**src/rtl/digit_scan_pkg.sv**
```systemverilog
// Shared helpers for the digit scanner: width derivations and the Gray encoder.
package digit_scan_pkg;

  localparam int unsigned MaxSelW = 16;

  function automatic int unsigned sel_w(int unsigned n_digits);
    return (n_digits < 2) ? 1 : $clog2(n_digits);
  endfunction

  // The counter runs 0..div-1, so a single bit is enough when div is 1.
  function automatic int unsigned cnt_w(int unsigned div);
    return (div < 2) ? 1 : $clog2(div);
  endfunction

  function automatic logic [MaxSelW-1:0] bin2gray(logic [MaxSelW-1:0] bin);
    return bin ^ (bin >> 1);
  endfunction

endpackage

```
**src/rtl/tick_gen.sv**
```systemverilog
// Dwell counter: counts enabled cycles and flags the cycle on which the digit advances.
module tick_gen
  import digit_scan_pkg::*;
#(
  parameter int unsigned DIV = 1
) (
  input  logic clk,
  input  logic rst_ni,
  input  logic ena,
  output logic tick_o
);

  localparam int unsigned CNT_W = cnt_w(DIV);
  localparam logic [CNT_W-1:0] LastCnt = CNT_W'(DIV - 1);

  if (DIV < 1 || DIV > 65535) begin : gen_bad_div
    $fatal(1, "tick_gen: DIV must be within 1..65535");
  end

  logic [CNT_W-1:0] cnt_q, cnt_d;

  assign tick_o = ena && (cnt_q == LastCnt);

  always_comb begin
    cnt_d = cnt_q;
    if (ena) begin
      cnt_d = tick_o ? '0 : cnt_q + CNT_W'(1);
    end
  end

  always_ff @(posedge clk or negedge rst_ni) begin
    if (!rst_ni) begin
      cnt_q <= '0;
    end else begin
      cnt_q <= cnt_d;
    end
  end

endmodule

```
**src/rtl/digit_scan_ctrl.sv**
```systemverilog
// Multiplexed display scanner: steps through digits, drives encoded select, one-hot enable
// and the active digit's data, all registered.
module digit_scan_ctrl
  import digit_scan_pkg::*;
#(
  parameter int unsigned N_DIGITS = 4,
  parameter int unsigned DIV      = 1,
  parameter int unsigned GRAY     = 1,
  parameter int unsigned DATA_W   = 4,
  localparam int unsigned SEL_W   = sel_w(N_DIGITS)
) (
  input  logic                       clk,
  input  logic                       rst_ni,
  input  logic                       ena,
  input  logic [N_DIGITS-1:0]        blank_i,
  input  logic [N_DIGITS*DATA_W-1:0] data_i,
  output logic [SEL_W-1:0]           sel_o,
  output logic [N_DIGITS-1:0]        digi_o,
  output logic [DATA_W-1:0]          data_o,
  output logic                       frame_o
);

  if (N_DIGITS < 2 || N_DIGITS > 16) begin : gen_bad_n
    $fatal(1, "digit_scan_ctrl: N_DIGITS must be within 2..16");
  end
  if (GRAY > 1) begin : gen_bad_gray
    $fatal(1, "digit_scan_ctrl: GRAY must be 0 or 1");
  end
  if (DATA_W < 1) begin : gen_bad_data_w
    $fatal(1, "digit_scan_ctrl: DATA_W must be at least 1");
  end

  localparam logic [SEL_W-1:0] LastIdx = SEL_W'(N_DIGITS - 1);

  logic                tick;
  logic [SEL_W-1:0]    idx_q, idx_d;
  logic [SEL_W-1:0]    sel_q, sel_d;
  logic [N_DIGITS-1:0] digi_q, digi_d;
  logic [DATA_W-1:0]   data_q, data_d;
  logic                frame_q, frame_d;
  logic [MaxSelW-1:0]  gray_full;
  logic                unused_gray_bits;

  tick_gen #(
    .DIV (DIV)
  ) u_tick_gen (
    .clk    (clk),
    .rst_ni (rst_ni),
    .ena    (ena),
    .tick_o (tick)
  );

  // Explicit wrap keeps non-power-of-two digit counts inside 0..N_DIGITS-1.
  always_comb begin
    idx_d = idx_q;
    if (tick) begin
      idx_d = (idx_q == LastIdx) ? '0 : idx_q + SEL_W'(1);
    end
  end

  assign gray_full        = bin2gray(MaxSelW'(idx_d));
  assign unused_gray_bits = ^gray_full[MaxSelW-1:SEL_W];

  // Outputs are computed from the next index so they change on the advancing edge.
  always_comb begin
    sel_d   = (GRAY != 0) ? gray_full[SEL_W-1:0] : idx_d;
    frame_d = tick && (idx_q == LastIdx);
    digi_d  = '0;
    data_d  = '0;
    for (int k = 0; k < N_DIGITS; k++) begin
      if (idx_d == SEL_W'(k) && !blank_i[k]) begin
        digi_d[k] = 1'b1;
        data_d    = data_i[k*DATA_W +: DATA_W];
      end
    end
  end

  always_ff @(posedge clk or negedge rst_ni) begin
    if (!rst_ni) begin
      idx_q   <= '0;
      sel_q   <= '0;
      digi_q  <= N_DIGITS'(1);
      data_q  <= '0;
      frame_q <= 1'b0;
    end else begin
      idx_q   <= idx_d;
      sel_q   <= sel_d;
      digi_q  <= digi_d;
      data_q  <= data_d;
      frame_q <= frame_d;
    end
  end

  assign sel_o   = sel_q;
  assign digi_o  = digi_q;
  assign data_o  = data_q;
  assign frame_o = frame_q;

endmodule

```
**config.mk**
```make
export PLATFORM = sky130hd
export DESIGN_NAME = digit_scan_ctrl
export DESIGN_NICKNAME = d
export VERILOG_FILES = /design/src/rtl/digit_scan_pkg.sv /design/src/rtl/tick_gen.sv /design/src/rtl/digit_scan_ctrl.sv
export SDC_FILE = /design/constraint.sdc
export NUM_CORES = 1
export LEC_CHECK = 0
export ABC_AREA = 1
export CORE_MARGIN = 2
export CORE_UTILIZATION = 30
export CTS_BUF_LIST = sky130_fd_sc_hd__clkbuf_2 sky130_fd_sc_hd__clkbuf_4 sky130_fd_sc_hd__clkbuf_8
export CTS_CLUSTER_SIZE = 20
export DETAILED_ROUTE_END_ITERATION = 12
export HOLD_SLACK_MARGIN = 0.03
export PLACE_DENSITY_LB_ADDON = 0.25
export RECOVER_POWER = 25
export SYNTH_ARGS = -nofsm -noshare
export SYNTH_HDL_FRONTEND = slang
export SYNTH_SLANG_ARGS = --single-unit
export TNS_END_PERCENT = 1
```
**constraint.sdc**
```tcl
create_clock -name clk -period 1.5 [get_ports clk]
set_input_delay 0.15 -clock clk [delete_from_list [all_inputs] [get_ports clk]]
set_output_delay 0.15 -clock clk [all_outputs]
set_load 0.005 [all_outputs]
```
Word level (Yosys, flattened, before mapping) --
Index checks and enable logic that the tools add are counted.
Storage, ports and cells: bits in registers 14, input bits 23, output and inout port bits 11
Cells by class: add/sub/neg operators 2, eq/ne operators 4, mux-type cells 11, bitwise gates (word level) 2, reductions and logical operators 11
Operators by type and width (number):
- 4-bit 2-to-1 mux | 4
- 2-bit == test (second input constant) | 3
- 1-bit logical AND | 6
- 1-bit 2-to-1 mux | 5
- 1-bit logical NOT | 4
- 2-bit 2-to-1 mux | 2
- 2-bit by 1-bit adder with 2-bit output (second input constant) | 1
- 2-bit by 1-bit == test with 1-bit output (second input constant) | 1
- 2-bit logical NOT | 1
- 2-bit by 1-bit bitwise XOR with 2-bit output | 1
- 1-bit adder (second input constant) | 1
- 1-bit NOT | 1

Depth between registers and ports, before layout --
depth after elaboration 9, mapped depth 11, gate-level depth less buffers 11

Cells and area by module --
From an unflattened synthesis, not the netlist that was laid out.
Second synthesis, totals: cell total of the unflattened synthesis 87, area, all modules 706.9 um^2
By module, submodules not included:
- digit_scan_ctrl | times used 1, cells each 82, area each 666.9 um^2
- tick_gen | times used 1, cells each 5, area each 40.0 um^2

Worst setup path before layout --
OpenSTA, ideal clock, no wires.
path kind reg-to-reg, from reg idx_q[1], to reg data_q[0] (netlist: data_o[0]), library setup time 0.121 ns, data arrival time 1.443 ns, required time 1.379 ns, slack -0.064 ns, stages on the path, launching flop included 9, period minus slack after synthesis 1.564 ns, cell sequence dfrtp_1 ha_1 o21ai_2 inv_2 ha_1 nand2_1 o21ai_0 inv_1 a21oi_1
Between the ends: cells in the longest elaborated chain, start to end 9, elaborated cells on any way between the ends 16
Ends and longest elaborated chain:
- start: declaration | line digit_scan_ctrl.sv:36 | logic [SEL_W-1:0] idx_q, idx_d;
- start signal: assignment | line digit_scan_ctrl.sv:86 | idx_q <= idx_d;
- 2-bit by 1-bit adder with 2-bit output / 2-bit == test (equally long branches) | line digit_scan_ctrl.sv:57 | idx_d = (idx_q == LastIdx) ? '0 : idx_q + SEL_W'(1);
- 2-bit 2-to-1 mux | line digit_scan_ctrl.sv:57
- 2-bit 2-to-1 mux (*) | line digit_scan_ctrl.sv:56 | if (tick) begin
- 2-bit logical NOT | line digit_scan_ctrl.sv:71 | if (idx_d == SEL_W'(k) && !blank_i[k]) begin
- 1-bit logical AND | line digit_scan_ctrl.sv:71
- 4-bit 2-to-1 mux (3 in a row) | line digit_scan_ctrl.sv:71
- 4-bit 2-to-1 mux (*) | line digit_scan_ctrl.sv:71
- named net data_d[0] | line digit_scan_ctrl.sv:39 | logic [DATA_W-1:0] data_q, data_d;
- end signal: assignment | line digit_scan_ctrl.sv:89 | data_q <= data_d;
- end: declaration | line digit_scan_ctrl.sv:39
Mark *: on every way through the listed nets, which the timed path passes. The rest lies on a longest branch. A chain may end at the register's enable or synchronous reset.

Worst setup path after layout --
from reg idx_q[1], to reg data_q[3] (netlist: data_o[3])
Same word-level chain as after synthesis.

==> flow_summary.yaml <==
clocking:
  holdBufCountCts: 0
  cts.sinks: 13
  clk_path_buf_depth: 2
  cts_made_buffers: 3
  insertion_delay_ns: 0.27
  htree_levels: 1
  path_clk_slew_ns: 0.08
  cts_tree: "yes"
  cts-root-buf: "clkbuf_4"
run_status:
  status: "complete, but fails checks"
  violations: "setup timing"
setup_path:
  start_kind: "flip-flop"
  r2r_end: "data_o[3]"
  r2r-start: "idx_q[1]"
  worstRegToRegCells: 9
  cp_max_fo: 5
  worstPathArrival_ns: 1.76
  path_class: "reg2reg"
  worstSetupEndpointType: "flip-flop"
  rrSetupSlack_ns: -0.09
  required_ns: 1.67
logic_synthesis:
  synth.avg_cell_area_um2: 8.022
  ys_ff_latch: 13
  netlist_area_um2: 681.9
  syn-num-nets: 113
  ys_seq_area_share_pct: 47.89
  yosys.cell_types.count: 15
  yosysWarnings: 0
  syn_inst: 85
global_route:
  antenna_found_initial: 0
  grt_max_degree: 14
  grt_pass1_wl_um: 2635
  first_global_vias: 623
  grt.total_usage_pct: 13.41
  overflow: 0
route:
  drt_iter0_drc: 11
  viasPerCell: 4.258
  vias: 677
  drtAntennaViolNets: 0
  wire_per_inst_um: 11.66
  wirelength_um: 1854
  drtPass1Iterations: 4
  drc: 0
sta:
  slew_violations: 0
  hold_slack_ns: 0.4098
  skew_ns: 0.002863
  fin_crit_sh_pct: 105.8
  tightest_slew_ns: 0.7100
  min_period_ns: 1.587
  setup_viol_count_final: 5
  slew_headroom_pct: 52.67
  hold_violations: 0
  worst_slack_ns: -0.08685
  grt_setup_unrepaired: "true"
  fmax_mhz: 630.2
cells_and_area:
  final_cell_mix: "clkdlybuf4s50_1 (32), inv_1 (18), dfrtp_1 (12)"
  multi_input_area_um2: 452.9
  nets: 160
  fin_util_pct: 61.88
  layout_commonest_cell: "clkdlybuf4s50_1"
  area_growth_pct: 96.88
  nFillCells: 187
  drive_above_1_share_pct: 38.17
  antennaDiodeCount: 0
  seq_area_um2: 326.6
min_path:
  hp-class: "in2reg"
  worstHoldStart: "blank_i[0]"
  hold_end: "digi_o[0]"
  hold_depth: 2
floorplan:
  die_h_um: 51.68
  start_util_pct: 31.43
  die_w_um: 51.68
  pin_count: 34
  die-area_um2: 2670
  core_um2: 2170
  rows: 17
place:
  dp_hpwl_um: 1191
  routabilityCongestion: 0.8124
  port_buffers: 33
power:
  max-vdd-ir-drop_uv: 877.2
  powerDensity_nw_per_um2: 1541
  leakage_nw: 0.6140
  fin_total_pwr_mw: 2.069
run:
  cap_violations: 0
==> final cells by class <==
cell class	count	share of cell area (%)
clock buffers	4	2.237
inverters	26	7.456
multi-input cells	47	33.74
flip-flops and latches	13	24.32
well taps	28	2.610
repair buffers	41	29.64
==> cells in the mapped netlist <==
cell type	instances	share of area, %
ha_1	5	9.2
o21ai_0	5	3.7
or2_1	1	0.92
dfrtp_1	12	44
buf_4	1	1.1
a21oi_1	4	2.9
o21ai_2	1	1.3
nor2_1	7	3.9
inv_2	2	1.1
nand2_1	10	5.5
nand2_2	2	1.8
nor2_2	1	0.92
nand3_1	9	6.6
dfstp_2	1	3.9
inv_1	24	13
==> timing repair <==
action                     in CTS  in global routing
resized for setup               6                 43
setup endpoints to repair       6                  7
pin swaps                       3                 13
gates cloned                    1                  1
setup buffers                   0                  2
==> through the flow <==
step	std cells	TNS [ns]	instance area (µm²)	setup slack, ns
floorplan	85	0	688.2	0.01114
global placement	151	-1.829	1091	-0.3060
detailed placement	151	-1.960	1091	-0.3283
CTS	156	-0.4579	1150	-0.1208
global route	159	-0.8450	1343	-0.1739
finish	159	-0.3372	1343	-0.08685
==> state kept, by name, indices dropped and copies added (netlist names) <==
signal / cells
idx_q: 2
u_tick_gen.cnt_q: 1
sel_o: 1
data_o: 4
digi_o: 4
frame_o: 1
==> report_power, final <==
part	total [mW]	internal, mW	switching, mW
Clock	0.237	0.121	0.116
Sequential	0.536	0.478	0.0583
Combinational	1.30	0.694	0.601
==> per-layer routing <==
| layer | vias to the layer above | global-route usage (%) | share of wire [%] |
|---|---|---|---|
| li1 | 346 | - | - |
| met1 | 305 | 15.70 | 40 |
| met2 | 22 | 22.44 | 53 |
| met3 | 4 | 2.011 | 4.9 |
| met4 | 0 | 9.211 | 2.0 |
| met5 | - | 0 | 0 |
==> worst max-delay path: stages, from the launching register on <==
cell and delay, ns:
dfrtp_1 0.43, buf_6 0.14, or2_4 0.23, o21ai_4 0.10, ha_4 0.17, inv_2 0.04, nor2_4 0.18, nand2_2 0.07
nand3_2 0.07, a21oi_2 0.05
==> worst max path at each step <==
stage | slack [ns] | from | endpoint
6_report | -0.09 | idx_q[1] | data_o[3]
4_1_cts | -0.12 | idx_q[1] | data_o[1]
3_3_place_gp | -0.31 | ena | data_o[2]
5_1_grt | -0.17 | u_tick_gen.cnt_q | data_o[3]
3_5_place_dp | -0.33 | ena | data_o[1]
2_1_floorplan | 0.01 | idx_q[1] | data_o[0]
==> cells by family after synthesis <==
group / count (synthesis) / synth area share (%)
simple gates: 30 / 19.63
flops: 13 / 47.89
buf+inv: 27 / 15.41
fa+ha+maj: 5 / 9.174
compound gates: 10 / 7.890
Note: power is estimated with default switching activity, not from simulation.
==> RTL edit 1 (same flow settings) <==
The parameter `DATA_W` goes from 4 to 3.
--- a/src/rtl/digit_scan_ctrl.sv
+++ b/src/rtl/digit_scan_ctrl.sv
@@ -6,7 +6,7 @@
   parameter int unsigned N_DIGITS = 4,
   parameter int unsigned DIV      = 1,
   parameter int unsigned GRAY     = 1,
-  parameter int unsigned DATA_W   = 4,
+  parameter int unsigned DATA_W   = 3,
   localparam int unsigned SEL_W   = sel_w(N_DIGITS)
 ) (
   input  logic                       clk,
Interface: changed (resized data_i and data_o); port bits go from 34 to 29. No check against the original RTL was run, so the function may have changed too.
==> RTL edit 1 against the original RTL <==
The run still ends with setup timing left; power decreased by 20%; combinational power is 27% lower; wire length is 22% lower; synthesized area decreased by 8.4%; utilization fell by 4.3 points; sequential cell count fell by 1; cell area shrank 16%; first-iteration DRC count grew 18%; worst setup slack worse by 58 ps; largest cell class is now non-clock buffers.
==> RTL edit 1: results (changes against the original RTL) <==
----------------------------------------------------
[Place]
  Post-detailed-placement half-perimeter wirelength ... 1130 um (-5.0%)
  Input/output buffers ... 28 (-15%)

[Power]
  Seq pwr share ... 0.286 (+0.027)
  Static Leakage ... 0.540 nW (-12%)
  Combinational logic power ... 0.000949 W (-27%)
  Total net switching power ... 0.000589 W (-24%)
  Maximum vdd ir drop ... 0.941 mV (+7.3%)

[GRT]
  Global-route wire length before repair ... 2280 um (-13%)
  Maximum number of pins on one net before global-route repair ... 13 (-1)
  Total global routing track utilization ... 0.121 (-0.0134)

[Timing]
  Worst clock skew on the final layout ... 6.40 ps (+3.54 ps)
  Slew at the pin closest to its max-slew limit ... 524 ps (-186 ps)
  Worst setup margin ... -145 ps (-58.4 ps)
  Final setup violation count ... 4 (-1)

[Cells and area]
  Fill cell total of the finished layout ... 185 (-1.1%)
  Number of nets in the layout ... 139 (-13%)
  Layout cell share with drive strength beyond 1 ... 0.287 (-0.0947)
  Clock network contribution to total cell area ... 0.0266 (+0.00421)
  Inverters, non-clock ... 15 (-42%)
  Register Area ... 302 um^2 (-7.7%)
  Sequential cells ... 12 (-1)

[Setup path]
  Worst-path fanout max ... 4 (-1)
  Crit path arrival time ... 1810 ps (+50 ps)

[Floorplanning]
  Area of the die ... 2460 um^2 (-7.8%)

[Synth]
  Syn_nets ... 97 (-14%)
  Ranking of synthesized cells by area ... sky130_fd_sc_hd__dfrtp_1 44%, sky130_fd_sc_hd__nand2_1 13%, sky130_fd_sc_hd__inv_1 9.0%
  Sequential-to-total area share from yosys stat ... 0.483 (+0.00407)
  Average footprint of a synthesized cell ... 8.44 um^2 (+5.2%)
  Count of distinct cell types in the synthesized netlist ... 12 (-3)

[Status]
  Violated checks ... setup timing
  Outcome ... finished, violations left

[Routing]
  Via count of the routed design ... 614 (-9.3%)
  Post-detailed-routing wire length ... 1440 um (-22%)
  Drt wl/cell ... 10.2 um (-13%)

[Hold path]
  Worst min path class ... primary input to async pin

----------------------------------------------------
## RTL edit 1: cell count changes in the layout (fill, tap and decap cells not counted), moves of 3 or more
cell / unedited run / this run
sky130_fd_sc_hd__nor2_1: 7 / 4
sky130_fd_sc_hd__nand2_1: 5 / 19
sky130_fd_sc_hd__clkdlybuf4s50_1: 32 / 27
sky130_fd_sc_hd__inv_1: 18 / 11
sky130_fd_sc_hd__buf_4: 4 / 9
sky130_fd_sc_hd__inv_2: 7 / 2
sky130_fd_sc_hd__a21oi_2: 3 / 0
sky130_fd_sc_hd__nand3_2: 5 / 1
sky130_fd_sc_hd__o21ai_2: 4 / 0
sky130_fd_sc_hd__nand4_1: 0 / 3
## RTL edit 1: timing repair
item,CTS,global route
endpoints found under the setup margin,3,5
pin swaps,6,6
resized for setup,5,2
buffers inserted,0,1
## RTL edit 1: logic make-up (layout without fill, tap and decap cells)
| logic type | Yosys count | count (layout) | synth area share |
|---|---|---|---|
| and+or+nand+nor | 42 | 42 | 0.335 |
| buffers and inverters | 16 | 57 | 0.102 |
| DFF | 12 | 12 | 0.483 |
| adders and majority gates | 4 | 4 | 0.0802 |
## RTL edit 1: final timing paths
| kind | end | slack [ps] | startpoint | cells after the start |
|---|---|---|---|---|
| max | data_o[2] | -150 | idx_q[0] | 12 |
| min | frame_o | 290 | rst_ni | 1 |
| max reg2reg | data_o[2] | -150 | idx_q[0] | 12 |
| min reg2reg | u_tick_gen.cnt_q | 650 | u_tick_gen.cnt_q | 3 |
| max in group asynchronous | digi_o[0] | 840 | rst_ni | 1 |
| min in group clk | digi_o[0] | 400 | blank_i[0] | 2 |
## RTL edit 1: metal layers
metal,vias up,GRT usage,share of wire
li1,306,-,-
met1,286,0.123,0.36
met2,18,0.224,0.57
met3,4,0.0364,0.051
met4,0,0.0509,0.021
met5,-,0,0
==> RTL edit 2 (same settings) <==
Made on the original files. Take the reset off `data_q` and load it in a clocked block of its own.
--- a/src/rtl/digit_scan_ctrl.sv
+++ b/src/rtl/digit_scan_ctrl.sv
@@ -80,15 +80,17 @@
       idx_q   <= '0;
       sel_q   <= '0;
       digi_q  <= N_DIGITS'(1);
-      data_q  <= '0;
       frame_q <= 1'b0;
     end else begin
       idx_q   <= idx_d;
       sel_q   <= sel_d;
       digi_q  <= digi_d;
-      data_q  <= data_d;
       frame_q <= frame_d;
     end
+  end
+
+  always_ff @(posedge clk) begin
+    data_q <= data_d;
   end
 
   assign sel_o   = sel_q;
Check against the original RTL: not equivalent (Yosys sat finds a counterexample within 4 cycles, from zero or initial values and one cycle with rst_ni low).
==> RTL edit 2 against the original RTL <==
Cell area is 15% lower; sequential share of layout area is 2.5 points higher; highest routed layer unchanged; power is 19% lower; count of clock-buffer cells in the layout is 1 lower; sequential cell count stayed put; combinational power is 27% lower; critical path type unchanged; critical endpoint is now data_o[3]; the run still ends with setup timing left; synthesized area is 2.9% lower; synthesized cell count stayed put; worst setup slack worse by 44 ps; sequential power is 4.1% lower; wire length is 20% lower.
==> RTL edit 2: results (changes against the original RTL) <==
----------------------------------------------------
[Power]
  Part of the power in combinational logic ... 0.562 (-0.064)
  Static Leakage ... 0.559 nW (-8.9%)
  Maximum vdd ir drop ... 0.700 mV (-20%)
  Seq pwr share ... 0.306 (+0.047)

[Place]
  Placer congestion estimate ... 0.719 (-11%)
  Post-detailed-placement half-perimeter wirelength ... 1160 um (-2.6%)
  Post-detailed-placement cell area ... 1050 um^2 (-3.9%)
  Pre-CTS setup slack ... -365 ps (-36.8 ps)

[Synth]
  Count of distinct cell types in the synthesized netlist ... 16 (+1)
  Sequential-to-total area share from yosys stat ... 0.463 (-0.0158)
  Ranking of synthesized cells by area ... sky130_fd_sc_hd__dfrtp_1 30%, sky130_fd_sc_hd__inv_1 14%, sky130_fd_sc_hd__dfxtp_1 12%
  Ranking of synthesized cells by instance count ... 24 x sky130_fd_sc_hd__inv_1, 10 x sky130_fd_sc_hd__nand2_1, 9 x sky130_fd_sc_hd__nand3_1
  Fraction of registers with async set or reset after synthesis ... 0.692 (-0.308)

[Routing]
  Detail-routed via count per cell ... 4.07 (-4.4%)
  Starting DRT DRC Count ... 5 (-6)

[GRT]
  Global-route wire length before repair ... 2130 um (-19%)
  Number of global-route vias before repair ... 503 (-19%)
  Maximum number of pins on one net before global-route repair ... 10 (-4)

[Timing]
  Worst clock skew on the final layout ... 5.94 ps (+3.08 ps)
  Final setup violation count ... 4 (-1)
  Total negative setup slack ... -509 ps (-172 ps)
  Worst setup margin ... -131 ps (-44.4 ps)
  Worst slack on hold paths ... 219 ps (-191 ps)
  Headroom to the max-slew limit ... 0.732 (+0.206)

[Setup path]
  Worst path top cell family by delay ... adder cells
  Largest stage delay on the critical path ... 380 ps (-50 ps)
  R2r worst-path depth ... 8 (-1)
  Beginning of the worst register-to-register path ... idx_q[0]
  Crit path arrival time ... 1810 ps (+50 ps)

[Cells and area]
  Bufs w/o clock ... 38 (-7.3%)
  Fill cell total of the finished layout ... 216 (+16%)
  Multi-input logic cell count ... 45 (-4.3%)
  Clock network contribution to total cell area ... 0.0240 (+0.00168)
  Layout area overhead ... 73.0%
  Signal buf overhead ... 0.321 (+0.0249)
  Multi-input combinational area share ... 0.271 (-0.0663)
  Number of nets in the layout ... 155 (-3.1%)

[Status]
  Violated checks ... setup timing
  Outcome ... finished, violations left

[Hold path]
  Worst min path class ... primary input to async pin

----------------------------------------------------
==> RTL edit 2: changes by cell type in the layout (fill, tap and decap cells not counted), moves of 4 or more <==
| cell | before | now |
|---|---|---|
| sky130_fd_sc_hd__ha_4 | 5 | 1 |
| sky130_fd_sc_hd__dfxtp_1 | 0 | 4 |
| sky130_fd_sc_hd__inv_2 | 7 | 3 |
| sky130_fd_sc_hd__nand2_1 | 5 | 9 |
| sky130_fd_sc_hd__nand3_2 | 5 | 1 |
| sky130_fd_sc_hd__nand2_2 | 5 | 1 |
| sky130_fd_sc_hd__dfrtp_1 | 12 | 8 |
| sky130_fd_sc_hd__nand3_1 | 4 | 8 |
| sky130_fd_sc_hd__inv_1 | 18 | 23 |
==> RTL edit 2: worst reg2reg max path, delay by kind of cell, from the launching register on <==
family / cells / cell delay, ps
AOI/OAI and AO/OA: 2 / 280
adders and majority gates: 2 / 530
buffers and inverters: 1 / 50
DFF: 1 / 380
and+or+nand+nor: 3 / 300
==> RTL edit 2: logic make-up (layout without fill, tap and decap cells) <==
kind of cell	Yosys count	in the layout	synth area share
compound gates	10	10	0.0813
fa+ha+maj	5	5	0.0945
buf+inv	27	68	0.159
flops	13	13	0.463
simple gates	30	30	0.202
==> RTL edit 2: timing repair <==
action                     in CTS  in global routing
buffers inserted                0                  2
gates resized for setup         1                 14
pin swaps                       0                  9
setup endpoints to repair       5                  6
==> RTL edit 2: layer usage <==
layer / vias up / global-route usage / share of wire
li1: 331 / - / -
met1: 272 / 0.145 / 0.43
met2: 19 / 0.171 / 0.48
met3: 5 / 0.0263 / 0.048
met4: 0 / 0.0811 / 0.037
met5: - / 0 / 0
